===== src/rtl/spi_pkg.sv =====
// Shared definitions for the SPI peripheral: FSM state encoding and default sizing.
package spi_pkg;

   typedef enum logic [1:0] {
      ST_IDLE  = 2'd0,
      ST_LOAD  = 2'd1,
      ST_SHIFT = 2'd2
   } spi_state_e;

   localparam int SPI_WIDTH_DEFAULT = 8;
   localparam int SPI_SYNC_MIN      = 2;

endpackage


===== src/rtl/spi_sync.sv =====
// N-stage flop synchronizer for one asynchronous input; reset level is a parameter.
module spi_sync #(
   parameter int   STAGES    = 2,
   parameter logic RESET_VAL = 1'b0
) (
   input  logic clk,
   input  logic reset,
   input  logic d,
   output logic q
);

   logic [STAGES-1:0] sync_q;
   logic [STAGES-1:0] sync_d;

   always_comb begin
      sync_d = {sync_q[STAGES-2:0], d};
   end

   always_ff @(posedge clk or negedge reset) begin
      if (!reset) begin
         sync_q <= {STAGES{RESET_VAL}};
      end else begin
         sync_q <= sync_d;
      end
   end

   assign q = sync_q[STAGES-1];

endmodule


===== src/rtl/spi_peripheral.sv =====
// Oversampling SPI responder (mode 0) with valid/ready TX/RX byte interfaces.
// Optional sticky overrun flag: define SPI_PERIPHERAL_OVERRUN_EN.
//
//  state    | meaning
//  ---------+-------------------------------------------------------------
//  ST_IDLE  | CS high, MISO low, counter and shifters cleared
//  ST_LOAD  | one cycle: take holding word (or zeros) and drive first bit
//  ST_SHIFT | sample MOSI on SCK rise, advance MISO on SCK fall
module spi_peripheral
   import spi_pkg::*;
#(
   parameter int WIDTH       = SPI_WIDTH_DEFAULT,
   parameter bit LSB_FIRST   = 1'b1,
   parameter int SYNC_STAGES = SPI_SYNC_MIN
) (
   input  logic             clk,
   input  logic             reset,
   input  logic             spiCsN,
   input  logic             spiClk,
   input  logic             spiIn,
   output logic             spiOut,
   input  logic [WIDTH-1:0] dataTx,
   input  logic             txValid,
   output logic             txReady,
   output logic [WIDTH-1:0] dataRx,
   output logic             rxValid,
   input  logic             rxReady,
   output logic             rxOverrun,
   input  logic             overrunClear
);

   localparam int SYNC_N    = (SYNC_STAGES < SPI_SYNC_MIN) ? SPI_SYNC_MIN : SYNC_STAGES;
   localparam int CNT_W     = (WIDTH > 1) ? $clog2(WIDTH) : 1;
   localparam int FIRST_BIT = LSB_FIRST ? 0 : WIDTH - 1;

   logic cs_s, sck_s, mosi_s;

   // CS synchronizer resets high so a reset release never looks like a frame start.
   spi_sync #(.STAGES(SYNC_N), .RESET_VAL(1'b1)) u_sync_cs (
      .clk(clk), .reset(reset), .d(spiCsN), .q(cs_s));
   spi_sync #(.STAGES(SYNC_N), .RESET_VAL(1'b0)) u_sync_sck (
      .clk(clk), .reset(reset), .d(spiClk), .q(sck_s));
   spi_sync #(.STAGES(SYNC_N), .RESET_VAL(1'b0)) u_sync_mosi (
      .clk(clk), .reset(reset), .d(spiIn), .q(mosi_s));

   spi_state_e       state_q, state_d;
   logic             sck_hist_q, sck_hist_d;
   logic             sck_rise_q, sck_rise_d;
   logic             sck_fall_q, sck_fall_d;
   logic [CNT_W-1:0] cnt_q, cnt_d;
   logic             last_q, last_d;
   logic [WIDTH-1:0] tx_sh_q, tx_sh_d;
   logic [WIDTH-1:0] rx_sh_q, rx_sh_d;
   logic [WIDTH-1:0] hold_q, hold_d;
   logic             tx_ready_q, tx_ready_d;
   logic             spi_out_q, spi_out_d;
   logic [WIDTH-1:0] data_rx_q, data_rx_d;
   logic             rx_valid_q, rx_valid_d;
   logic             rx_done;
   logic [WIDTH-1:0] tx_word, tx_next, rx_next;

   always_comb begin
      sck_hist_d = sck_s;
      sck_rise_d = sck_s & ~sck_hist_q;
      sck_fall_d = ~sck_s & sck_hist_q;
      state_d    = state_q;
      cnt_d      = cnt_q;
      last_d     = last_q;
      tx_sh_d    = tx_sh_q;
      rx_sh_d    = rx_sh_q;
      hold_d     = hold_q;
      tx_ready_d = tx_ready_q;
      spi_out_d  = spi_out_q;
      data_rx_d  = data_rx_q;
      rx_valid_d = rx_valid_q;
      rx_done    = 1'b0;
      tx_word    = hold_q;
      tx_next    = LSB_FIRST ? (tx_sh_q >> 1) : (tx_sh_q << 1);
      rx_next    = LSB_FIRST ? {mosi_s, rx_sh_q[WIDTH-1:1]} : {rx_sh_q[WIDTH-2:0], mosi_s};

      if ((state_q != ST_IDLE) && cs_s) begin
         state_d   = ST_IDLE;
         spi_out_d = 1'b0;
      end else begin
         case (state_q)
            ST_IDLE: begin
               spi_out_d = 1'b0;
               cnt_d     = '0;
               last_d    = 1'b0;
               tx_sh_d   = '0;
               rx_sh_d   = '0;
               if (!cs_s) state_d = ST_LOAD;
            end
            ST_LOAD: begin
               // An empty holding register sends zeros without flagging anything.
               if (tx_ready_q) tx_word = '0;
               tx_sh_d    = tx_word;
               spi_out_d  = tx_word[FIRST_BIT];
               tx_ready_d = 1'b1;
               cnt_d      = '0;
               last_d     = 1'b0;
               state_d    = ST_SHIFT;
            end
            ST_SHIFT: begin
               if (sck_rise_q) begin
                  rx_sh_d = rx_next;
                  if (cnt_q == CNT_W'(WIDTH - 1)) begin
                     rx_done   = 1'b1;
                     data_rx_d = rx_next;
                     cnt_d     = '0;
                     last_d    = 1'b1;
                  end else begin
                     cnt_d = cnt_q + CNT_W'(1);
                  end
               end
               if (sck_fall_q) begin
                  if (last_q) begin
                     state_d = ST_LOAD;
                  end else begin
                     tx_sh_d   = tx_next;
                     spi_out_d = tx_next[FIRST_BIT];
                  end
               end
            end
            default: state_d = ST_IDLE;
         endcase
      end

      if (txValid && tx_ready_q) begin
         hold_d     = dataTx;
         tx_ready_d = 1'b0;
      end

      if (rx_done) begin
         rx_valid_d = 1'b1;
      end else if (rx_valid_q && rxReady) begin
         rx_valid_d = 1'b0;
      end
   end

   always_ff @(posedge clk or negedge reset) begin
      if (!reset) begin
         state_q    <= ST_IDLE;
         sck_hist_q <= 1'b0;
         sck_rise_q <= 1'b0;
         sck_fall_q <= 1'b0;
         cnt_q      <= '0;
         last_q     <= 1'b0;
         tx_sh_q    <= '0;
         rx_sh_q    <= '0;
         hold_q     <= '0;
         tx_ready_q <= 1'b1;
         spi_out_q  <= 1'b0;
         data_rx_q  <= '0;
         rx_valid_q <= 1'b0;
      end else begin
         state_q    <= state_d;
         sck_hist_q <= sck_hist_d;
         sck_rise_q <= sck_rise_d;
         sck_fall_q <= sck_fall_d;
         cnt_q      <= cnt_d;
         last_q     <= last_d;
         tx_sh_q    <= tx_sh_d;
         rx_sh_q    <= rx_sh_d;
         hold_q     <= hold_d;
         tx_ready_q <= tx_ready_d;
         spi_out_q  <= spi_out_d;
         data_rx_q  <= data_rx_d;
         rx_valid_q <= rx_valid_d;
      end
   end

`ifdef SPI_PERIPHERAL_OVERRUN_EN
   logic overrun_q, overrun_d;

   // Overwrite of an unconsumed word; a same-cycle rxReady counts as consumed.
   always_comb begin
      overrun_d = overrun_q;
      if (overrunClear) overrun_d = 1'b0;
      if (rx_done && rx_valid_q && !rxReady) overrun_d = 1'b1;
   end

   always_ff @(posedge clk or negedge reset) begin
      if (!reset) begin
         overrun_q <= 1'b0;
      end else begin
         overrun_q <= overrun_d;
      end
   end

   assign rxOverrun = overrun_q;
`else
   logic unused_overrun_clear;
   assign unused_overrun_clear = overrunClear;
   assign rxOverrun            = 1'b0;
`endif

   assign spiOut  = spi_out_q;
   assign txReady = tx_ready_q;
   assign dataRx  = data_rx_q;
   assign rxValid = rx_valid_q;

endmodule

===== config.mk =====
export PLATFORM = sky130hd
export DESIGN_NAME = spi_peripheral
export DESIGN_NICKNAME = d
export VERILOG_FILES = /design/src/rtl/spi_pkg.sv /design/src/rtl/spi_sync.sv /design/src/rtl/spi_peripheral.sv
export SDC_FILE = /design/constraint.sdc
export NUM_CORES = 1
export LEC_CHECK = 0
export CORE_MARGIN = 10
export CORE_UTILIZATION = 29
export DETAILED_ROUTE_END_ITERATION = 16
export HOLD_SLACK_MARGIN = 0.08
export PLACE_DENSITY = 0.48
export SLEW_MARGIN = 5
export SYNTH_ARGS = -nofsm -noshare
export SYNTH_HDL_FRONTEND = slang
export SYNTH_SLANG_ARGS = --single-unit

===== constraint.sdc =====
create_clock -name clk -period 2.2 [get_ports clk]
set_input_delay 0.55 -clock clk [delete_from_list [all_inputs] [get_ports clk]]
set_output_delay 0.55 -clock clk [all_outputs]
set_load 0.02 [all_outputs]

## Word-level counts from Yosys, hierarchy flattened

Cells that the tools add are included.

- Add/sub/neg operators: 1
- Reductions and logical operators: 20
- Bitwise operators: 5
- Equal/unequal tests: 12
- Mux-type cells: 30

Operators by type and width:

| operator | number |
|---|---|
| $mux W8 | 4 |
| $pmux W8 S3 | 1 |
| $pmux W8 S2 | 1 |
| $mux W1 | 14 |
| $ne A3 B3 Y1 const B | 4 |
| $reduce_and A3 Y1 | 4 |
| $reduce_and A4 Y1 | 3 |
| $reduce_bool A2 Y1 | 5 |
| $mux W2 | 4 |
| $ne A2 B2 Y1 const B | 4 |
| $mux W3 | 2 |
| $pmux W2 S3 | 1 |
| $pmux W3 S2 | 1 |
| $reduce_bool A4 Y1 | 1 |
| $add A3 B1 Y3 const B | 1 |
| $eq A3 B3 Y1 const B | 1 |
| $logic_and A1 B1 Y1 | 3 |
| $not A1 Y1 | 3 |
| $pmux W1 S3 | 1 |
| $reduce_bool A3 Y1 | 1 |
| $and A1 B1 Y1 | 2 |
| $eq A2 B1 Y1 const B | 1 |
| $eq A2 B2 Y1 const B | 1 |
| $logic_not A2 Y1 | 1 |
| other kinds (4) | 4 |

- Output and inout port bits: 12
- Input bits: 16
- Logic and storage cells: 84
- Flip-flop bits (word level): 50

## Logic depth before layout (Yosys ltp)

Gate-level depths: netlist of the first run.

- Word-level depth: 6
- Mapped depth: 8
- Mapped depth without buffers: 6

## Hierarchy

A second synthesis of the first run with hierarchy kept.

- Cells, all modules: 161
- Area total of the unflattened synthesis: 2,137.0 um^2

By module, submodules not included:

| module | instances | cells each | area each (um^2) |
|---|---|---|---|
| spi_peripheral | 1 | 155 | 1,984.4 |
| spi_sync (u_sync_mosi ...) | 2 | 2 | 50.0 |
| spi_sync (u_sync_cs) | 1 | 2 | 52.6 |

## Worst setup path before layout of the first run

No wires, ideal clock.

- Path kind: register to register
- Start: register state_q[0]
- End: register data_rx_q[0] (netlist: dataRx[0])
- Data required time: 2.072 ns
- Arrival time: 1.726 ns
- Buffers on the path: 1
- Stages on the path, launching flop included: 8
- Period minus slack after synthesis: 1.854 ns
- Setup slack: 0.346 ns
- Cells stage by stage: dfrtp_1 > inv_1 > ha_1 > nand2b_2 > and3_1 > buf_4 > nand2_4 > mux2_1

- Word-level cells in the longest chain between the ends: 4

RTL lines:

| item | line | text |
|---|---|---|
| start: declaration | spi_peripheral.sv:46 | `spi_state_e state_q, state_d;` |
| start signal: assignment | spi_peripheral.sv:157 | `state_q <= state_d;` |
| $reduce_bool A2 Y1 | spi_peripheral.sv:81 | `if ((state_q != ST_IDLE) && cs_s) begin` |
| $logic_and A1 B1 Y1 | spi_peripheral.sv:81 |  |
| $not A1 Y1 (no line) | -- |  |
| $reduce_and A4 Y1 (no line) * | -- |  |
| end signal: assignment | spi_peripheral.sv:168 | `data_rx_q <= data_rx_d;` |
| end: declaration | spi_peripheral.sv:57 | `logic [WIDTH-1:0] data_rx_q, data_rx_d;` |

Every way passes the cells marked *; elsewhere a longest branch is shown, timed or not.
A chain may end at the register's enable or synchronous reset.

## Worst setup path after layout of the first run

- Start: register tx_ready_q (netlist: txReady)
- End: output port txReady

RTL lines:

| item | line | text |
|---|---|---|
| start: declaration | spi_peripheral.sv:55 | `logic tx_ready_q, tx_ready_d;` |
| start signal: assignment | spi_peripheral.sv:166 | `tx_ready_q <= tx_ready_d;` |
| end: declaration | spi_peripheral.sv:24 | `output logic txReady,` |

No word-level cell between the ends.

==> results of run 1 <==
flip-flops by register name, summed over array words and instances, names as in the netlist, 2 cells and up:
signal / cells
dataRx: 8
hold_q: 8
rx_sh_q: 7
tx_sh_q: 7
cnt_q: 3
state_q: 2
u_sync_cs.sync_q: 2
u_sync_mosi.sync_q: 2
u_sync_sck.sync_q: 2
cell usage in the layout (no fill, tap or decap), types with 2 or more instances in the layout:
master / netlist / routed
buf_4: 2 / 7
mux2_1: 8 / 8
nor2b_1: 6 / 6
clkdlybuf4s50_1: 0 / 24
nand2_1: 3 / 3
o21ai_0: 8 / 8
ha_1: 10 / 10
nand3_1: 7 / 7
a22o_1: 13 / 13
mux2_2: 10 / 10
a21oi_1: 5 / 5
a22oi_1: 7 / 7
nor3_1: 2 / 2
dfstp_2: 3 / 3
clkbuf_8: 0 / 5
inv_1: 12 / 12
dfrtp_1: 45 / 45
nor2_1: 10 / 10
cell families (layout without fill, tap and decap cells):
kind of cell | count (synthesis) | after routing | synth area share [%]
DFF | 48 | 48 | 58.1
buffers and inverters | 19 | 52 | 3.92
AOI/OAI and AO/OA | 38 | 38 | 13.3
muxes | 18 | 18 | 9.77
other | 1 | 1 | 0.181
and+or+nand+nor | 34 | 34 | 8.69
adders and majority gates | 10 | 10 | 6.03
power groups by stage:
| stage | sequential (mW) | clock, mW | combinational (mW) |
|---|---|---|---|
| final | 1.16 | 0.625 | 0.783 |
| after global routing | 1.18 | 0.680 | 0.884 |
| after CTS | 1.17 | 0.645 | 0.794 |
| after detailed placement | 1.18 | 0 | 0.787 |
| after global placement | 1.17 | 0 | 0.765 |
| after floorplan | 1.16 | 0 | 0.536 |
through the flow:
stage | area [um2] | std cells | setup slack, ps | total power, mW
floorplan | 2070 | 168 | 346 | 1.70
global placement | 2460 | 289 | 296 | 1.94
detailed placement | 2460 | 289 | 223 | 1.97
CTS | 2560 | 297 | 158 | 2.60
global route | 2560 | 297 | 62.0 | 2.75
finish | 2560 | 297 | 185 | 2.57
per-layer routing:
layer	up-vias	wire, um	global-route usage (%)
met1	692	1860	9.52
met3	0	226	2.89
met5	-	0	0
li1	646	-	-
met4	0	0	2.35
met2	34	2050	12.6
how the worst min path moves through the flow:
stage | startpoint | to | slack [ps]
after global placement | u_sync_sck.sync_q[0]$_DFF_PN0_ | u_sync_sck.sync_q[1]$_DFF_PN0_ | 330
final | reset | cnt_q[1]$_DFFE_PN0P_ | 270
after CTS | reset | cnt_q[1]$_DFFE_PN0P_ | 290
after detailed placement | u_sync_mosi.sync_q[0]$_DFF_PN0_ | u_sync_mosi.sync_q[1]$_DFF_PN0_ | 340
after floorplan | reset | cnt_q[0]$_DFFE_PN0P_ | 250
after global routing | reset | cnt_q[1]$_DFFE_PN0P_ | 310
layout make-up:
class | count | area, um2 | area share [%]
sequential | 48 | 1200 | 47.0
multi-input combinational | 101 | 788 | 30.7
timing repair buffer | 32 | 298 | 11.6
tap | 96 | 120 | 4.69
clock buffer | 6 | 72.6 | 2.83
inverter | 12 | 45.0 | 1.76
clock inverter | 2 | 35.0 | 1.37
==> out/summary.txt, run 1 <==
WP data required: 1650 ps
Post CTS Setup Buffer Count: 0
Post-DP HPWL: 3060 um
Post-Syn Nets: 194
Vias in the first global route: 1416
Die H: 105 um
Gr usage total: 7.82%
Status: finished, final reports clean
Lkg Pwr: 1.18 nW
Resize count post-CTS: 0
CP delay by family, top: buffers and inverters
Most common cell in the synthesized netlist: dfrtp_1
DR vias/cell: 4.62
Residual DRC: 0
CP Class: reg -> out
CP Launch Type: flop
Sequential area share after synthesis: 58.1%
HP Class: in -> async
Dominant cell type by area after synthesis: dfrtp_1
VDD IR max: 0.466 mV
CTS tree: built
Initial antenna violation count: 0
Sw frac: 31.7%
Worst-Margin Slew: 638 ps
Max frequency: 496 MHz
# clock sinks: 48
Clk pwr share: 24.3%
Cell area after synthesis: 0.00207 mm2
Comb power frac: 30.5%
Floorplan row count: 30
Slew headroom: 57.4%
Final Hold Fails: 0
Synth top cells by count: dfrtp_1, a22o_1, inv_1
Worst setup path startpoint: txReady$_DFFE_PN1P_
Number of synthesized register bits: 48
Post-synth EDFFs: 0
Initial Utilization: 30.2%
First-pass GRT wire length: 7100 um
Reg2Reg Depth: 6
Reg-to-reg endpoint: dataRx[7]$_DFFE_PN0P_
Synth unique cells: 31
Post-synthesis area per instance: 12.3 um2
Sw power: 0.815 mW
Slowest cell on the critical path: clkdlybuf4s50_1
Yosys Warn Count: 0
Routed WL per cell: 13.9 um
Max Cap Viol: 0
Ys flop type: dfrtp_1
Fin crit share: 91.6%
Layout cells sized above 1: 16.4%
GP Congestion: 0.749
TNS Setup: 0 ps
RSZ-0062 raised after global routing: no
Part of the power in registers: 45.2%
IO Count: 28
Diode count: 0
Area grow syn2layout: 23.6%
Top cell type's share of synthesized area: 54.3%
Vias: 1372
CP endpoint kind: output pin
CP arrival: 1470 ps
Fill cell count: 676
Core area: 0.00687 mm2
Num CTS Buffers: 5
Final setup viols: 0
Min Hold Slack: 268 ps
Skew final: 5.93 ps
DRT Pass-1 Iters: 4
Cell Pwr Density: 1000 mW/mm2
Final ANT Viol Nets: 0
CTS Hold Bufs: 0
Critical Path, Cell by Cell: clkdlybuf4s50_1
Startpoint of the worst register-to-register path: state_q[0]$_DFFE_PN0P_
CTS root buffer: clkbuf_8
Largest cells by area after synthesis: dfrtp_1, ha_1, a22o_1
Cells after Synth: 168
Die Area: 0.0109 mm2
Final min period: 2020 ps
Critical Path Fanout Max: 4
CP Depth: 1
R2R setup slack: 240 ps
P_int: 1.76 mW
WL final: 4130 um
Die X: 105 um
# port buffers: 25
Largest net degree at the start of global routing: 28
Clock buffer depth: 2
Gr ovfl total: 0
Buf/Inv on CP: 1
FFs w/ async S/R, synth: 100%
Fin nets: 226
Final Core Density: 37.3%
1st-iter DRT viols: 46
Worst-path clk slew: 90 ps
Max-slew violations: 0
Clk Latency, worst-skew pair: 290 ps
CTS H-tree depth: 2
Setup crit end: txReady
Worst path max stage delay: 610 ps
Power figures use the tool's default switching activity.
==> run 2: changes to the inputs <==
- CTS_BUF_LIST: unset -> sky130_fd_sc_hd__clkbuf_4 sky130_fd_sc_hd__clkbuf_8
==> run 2 against run 1 <==
- clock power is 2% higher
- total power increased by 0.49%
- maximum frequency about the same
- register-to-register slack about the same
- die area stayed put
==> out/summary.txt, run 2 (synthesis gave the netlist of run 1 again) <==
TNS Setup: 0 ps
Final Core Density: 37.4%
Post CTS Setup Buffer Count: 0
Initial antenna violation count: 0
Slew headroom: 57.4%
CTS root buffer: clkbuf_8
Fin nets: 226
WP data required: 1650 ps
Commonest non-fill, non-tap cell in the layout: dfrtp_1
Status: finished, final reports clean
Lkg Pwr: 1.18 nW
Die H: 105 um
Sw power: 0.815 mW
RSZ-0062 raised after global routing: no
CP Launch Type: flop
Clk pwr share: 24.7%
Reg2Reg Depth: 6
Diode count: 0
WL final: 4130 um
Clk Latency, worst-skew pair: 290 ps
GP Congestion: 0.749
Gr ovfl total: 0
VDD IR max: 0.466 mV
Floorplan row count: 30
Die X: 105 um
Core area: 0.00687 mm2
Critical Path Fanout Max: 4
Worst path max stage delay: 610 ps
CTS Hold Bufs: 0
CP Depth: 1
Post-DP HPWL: 3060 um
Die Area: 0.0109 mm2
Comb power frac: 30.3%
# clock sinks: 48
CTS H-tree depth: 2
Final setup viols: 0
CP endpoint kind: output pin
CP arrival: 1470 ps
Part of the power in registers: 45.0%
CTS tree: built
Met3 usage: 2.89%
CP Class: reg -> out
CP delay by family, top: buffers and inverters
Cell Pwr Density: 1010 mW/mm2
Buf/Inv on CP: 1
Routed WL per cell: 13.9 um
Commonest non-fill, non-tap cells in the layout: dfrtp_1, clkdlybuf4s50_1, a22o_1
DR vias/cell: 4.62
Vias in the first global route: 1416
Max Cap Viol: 0
First-pass GRT wire length: 7100 um
Vias: 1371
Clock buffer depth: 2
P_int: 1.77 mW
Sw frac: 31.6%
Final Hold Fails: 0
Worst-Margin Slew: 638 ps
Grt met1 use: 9.52%
Resize count post-CTS: 0
Max frequency: 496 MHz
DRT Pass-1 Iters: 4
HP Class: in -> async
Slowest cell on the critical path: clkdlybuf4s50_1
Final ANT Viol Nets: 0
Fin crit share: 91.6%
Max-slew violations: 0
IO Count: 28
Largest net degree at the start of global routing: 28
Layout cells sized above 1: 16.9%
GRT Max-Usage Layer: met2
Area grow syn2layout: 23.8%
M2 GR Usage: 12.6%
# port buffers: 25
Gr usage total: 7.82%
Worst-path clk slew: 90 ps
Min Hold Slack: 268 ps
Residual DRC: 0
R2R setup slack: 240 ps
1st-iter DRT viols: 47
Critical Path, Cell by Cell: clkdlybuf4s50_1
Skew final: 5.93 ps
Initial Utilization: 30.2%
Num CTS Buffers: 5
Final min period: 2020 ps
[run 2: cell counts in the layout (fill, tap and decap cells not counted)]
Identical to the previous run, type by type.
[run 2: power by group through the flow]
stage / registers [mW] / logic [mW] / clock network [mW]
after floorplan: 1.16 / 0.536 / 0
after global placement: 1.17 / 0.765 / 0
after detailed placement: 1.18 / 0.787 / 0
after CTS: 1.17 / 0.794 / 0.656
after global routing: 1.18 / 0.884 / 0.693
final: 1.16 / 0.783 / 0.638
[run 2: worst paths after layout]
check | from | to
worst min-delay path | reset | cnt_q[1]$_DFFE_PN0P_
worst max register to register | state_q[0]$_DFFE_PN0P_ | dataRx[7]$_DFFE_PN0P_
min in group clk | u_sync_sck.sync_q[0]$_DFF_PN0_ | u_sync_sck.sync_q[1]$_DFF_PN0_
worst max-delay path | txReady$_DFFE_PN1P_ | txReady
worst min register to register | u_sync_sck.sync_q[0]$_DFF_PN0_ | u_sync_sck.sync_q[1]$_DFF_PN0_
max in group asynchronous | reset | tx_sh_q[6]$_DFFE_PN0P_
[run 2: stage by stage]
step	setup WS [ps]	power, mW	instances	area, um2
2_1_floorplan	346	1.70	168	2070
3_3_place_gp	296	1.94	289	2460
3_5_place_dp	223	1.97	289	2460
4_1_cts	158	2.62	297	2570
5_1_grt	62.4	2.76	297	2570
6_report	185	2.58	297	2570
[run 2: layer usage]
layer	wire, um	share of wire [%]	vias to the layer above
li1	-	-	646
met1	1860	45	691
met2	2040	49	34
met3	226	5.5	0
met4	0	0	0
met5	0	0	-
[run 2: final cells by class]
class	instances	area, um2
Fill cell	673	4300
Sequential cell	48	1200
Multi-Input combinational cell	101	788
Timing Repair Buffer	32	298
Tap cell	96	120
Clock buffer	6	76.3
Inverter	12	45.0
Clock inverter	2	35.0
==> run 3: changes to the inputs <==
- CORE_UTILIZATION: 29 -> 56
- PLACE_DENSITY: 0.48 -> 0.81
==> run 3 against run 2 <==
- register-to-register slack worse by 30 ps
- clock skew rose by 1.4 ps
- wire length down 7.9%
- sequential share of layout area rose by 1.3 points
- worst hold slack improved by 46 ps
- clock-buffer cell count fell by 1
- maximum frequency barely moved
- flip-flop and latch count unchanged
- critical endpoint unchanged
- largest cell class unchanged
- highest routed layer is now met4
==> out/summary.txt, run 3 (synthesis gave the netlist of run 1 again) <==
Area after DPL: 0.00239 mm2
Worst path max stage delay: 600 ps
CTS root buffer: clkbuf_8
Status: finished, final reports clean
Slew headroom: 61.1%
Critical Path Fanout Max: 4
Lkg Pwr: 1.17 nW
CTS Hold Bufs: 0
1st-iter DRT viols: 78
# port buffers: 25
Worst setup margin: 185 ps
Vias in the first global route: 1414
Worst-Margin Slew: 584 ps
R2R setup slack: 210 ps
# clock sinks: 48
WP data required: 1650 ps
Clock buffer depth: 2
Fill cell count: 279
GP Congestion: 0.761
CP Launch Type: flop
Startpoint of the worst register-to-register path: state_q[0]$_DFFE_PN0P_
Critical Path, Cell by Cell: clkdlybuf4s50_1
Routed WL per cell: 15.3 um
Post-DP HPWL: 2750 um
TNS Setup: 0 ps
First-pass GRT wire length: 6390 um
Floorplan row count: 22
Final setup viols: 0
Worst-path clk slew: 90 ps
DR vias/cell: 5.46
Area grow syn2layout: 20.5%
Max-slew violations: 0
DRT Pass-1 Iters: 4
Die X: 80.9 um
Fin crit share: 91.6%
Gr usage total: 12.3%
Residual DRC: 0
Skew final: 7.32 ps
Fin nets: 225
CP arrival: 1470 ps
Cell Pwr Density: 1030 mW/mm2
CP endpoint kind: output pin
Commonest non-fill, non-tap cells in the layout: dfrtp_1, clkdlybuf4s50_1, a22o_1
Final ANT Viol Nets: 0
CTS H-tree depth: 2
IO Count: 28
CTS tree: built
Buf/Inv on CP: 1
RSZ-0062 raised after global routing: no
Gr ovfl total: 0
Max frequency: 496 MHz
Die H: 80.9 um
Clk Latency, worst-skew pair: 300 ps
Worst setup path startpoint: txReady$_DFFE_PN1P_
Vias: 1355
Post CTS Setup Buffer Count: 0
Slowest cell on the critical path: clkdlybuf4s50_1
Tot Pwr: 2.59 mW
Num CTS Buffers: 5
Die Area: 0.00654 mm2
Final min period: 2020 ps
Final Core Density: 68.8%
Final Hold Fails: 0
HP Class: in -> async
Max Cap Viol: 0
Pre-CTS setup slack: 257 ps
Largest net degree at the start of global routing: 49
Diode count: 0
Core area: 0.00363 mm2
VDD IR max: 0.646 mV
CP Class: reg -> out
Layout cells sized above 1: 16.5%
WL final: 3800 um
Initial Utilization: 57.1%
CP delay by family, top: buffers and inverters
Finished Cell Area: 0.00250 mm2
Commonest non-fill, non-tap cell in the layout: dfrtp_1
Initial antenna violation count: 0
Resize count post-CTS: 0
[run 3: cell types whose count changed in the layout (fill, tap and decap cells not counted)]
cell and delta:
buf_4 -1, clkbuf_4 -1, clkinvlp_4 +1
[run 3: path summary, 6_finish.rpt]
path,to,cells past startpoint
worst min register to register,u_sync_mosi.sync_q[1]$_DFF_PN0_,0
worst min-delay path,state_q[1]$_DFFE_PN0P_,2
min in group clk,u_sync_mosi.sync_q[1]$_DFF_PN0_,0
worst max register to register,dataRx[6]$_DFFE_PN0P_,6
max in group asynchronous,rx_sh_q[6]$_DFFE_PN0P_,2
worst max-delay path,txReady,1
[run 3: layout make-up]
| class | count | area, um2 | share of cell area (%) |
|---|---|---|---|
| Sequential cell | 48 | 1200 | 48.2 |
| Multi-Input combinational cell | 101 | 788 | 31.5 |
| Timing Repair Buffer | 31 | 290 | 11.6 |
| Clock buffer | 5 | 68.8 | 2.75 |
| Tap cell | 48 | 60.1 | 2.40 |
| Inverter | 12 | 45.0 | 1.80 |
| Clock inverter | 3 | 42.5 | 1.70 |
[run 3: stage by stage]
stage	std cells	hold WS, ps
2_1_floorplan	168	254
3_3_place_gp	240	333
3_5_place_dp	240	341
4_1_cts	248	347
5_1_grt	248	368
6_report	248	314
[run 3: power by group]
part	switching [mW]	total, mW	internal [mW]	leakage, nW
Clock	0.292	0.628	0.336	0.0541
Combinational	0.424	0.791	0.367	0.493
Sequential	0.117	1.17	1.05	0.625
[run 3: metal layers]
| layer | share of wire, % | wire length [um] | track usage [%] |
|---|---|---|---|
| met5 | 0 | 0 | 0 |
| met2 | 51 | 1930 | 20.9 |
| met3 | 4.8 | 182 | 3.53 |
| met4 | 0.89 | 34 | 5.02 |
| met1 | 44 | 1660 | 14.2 |
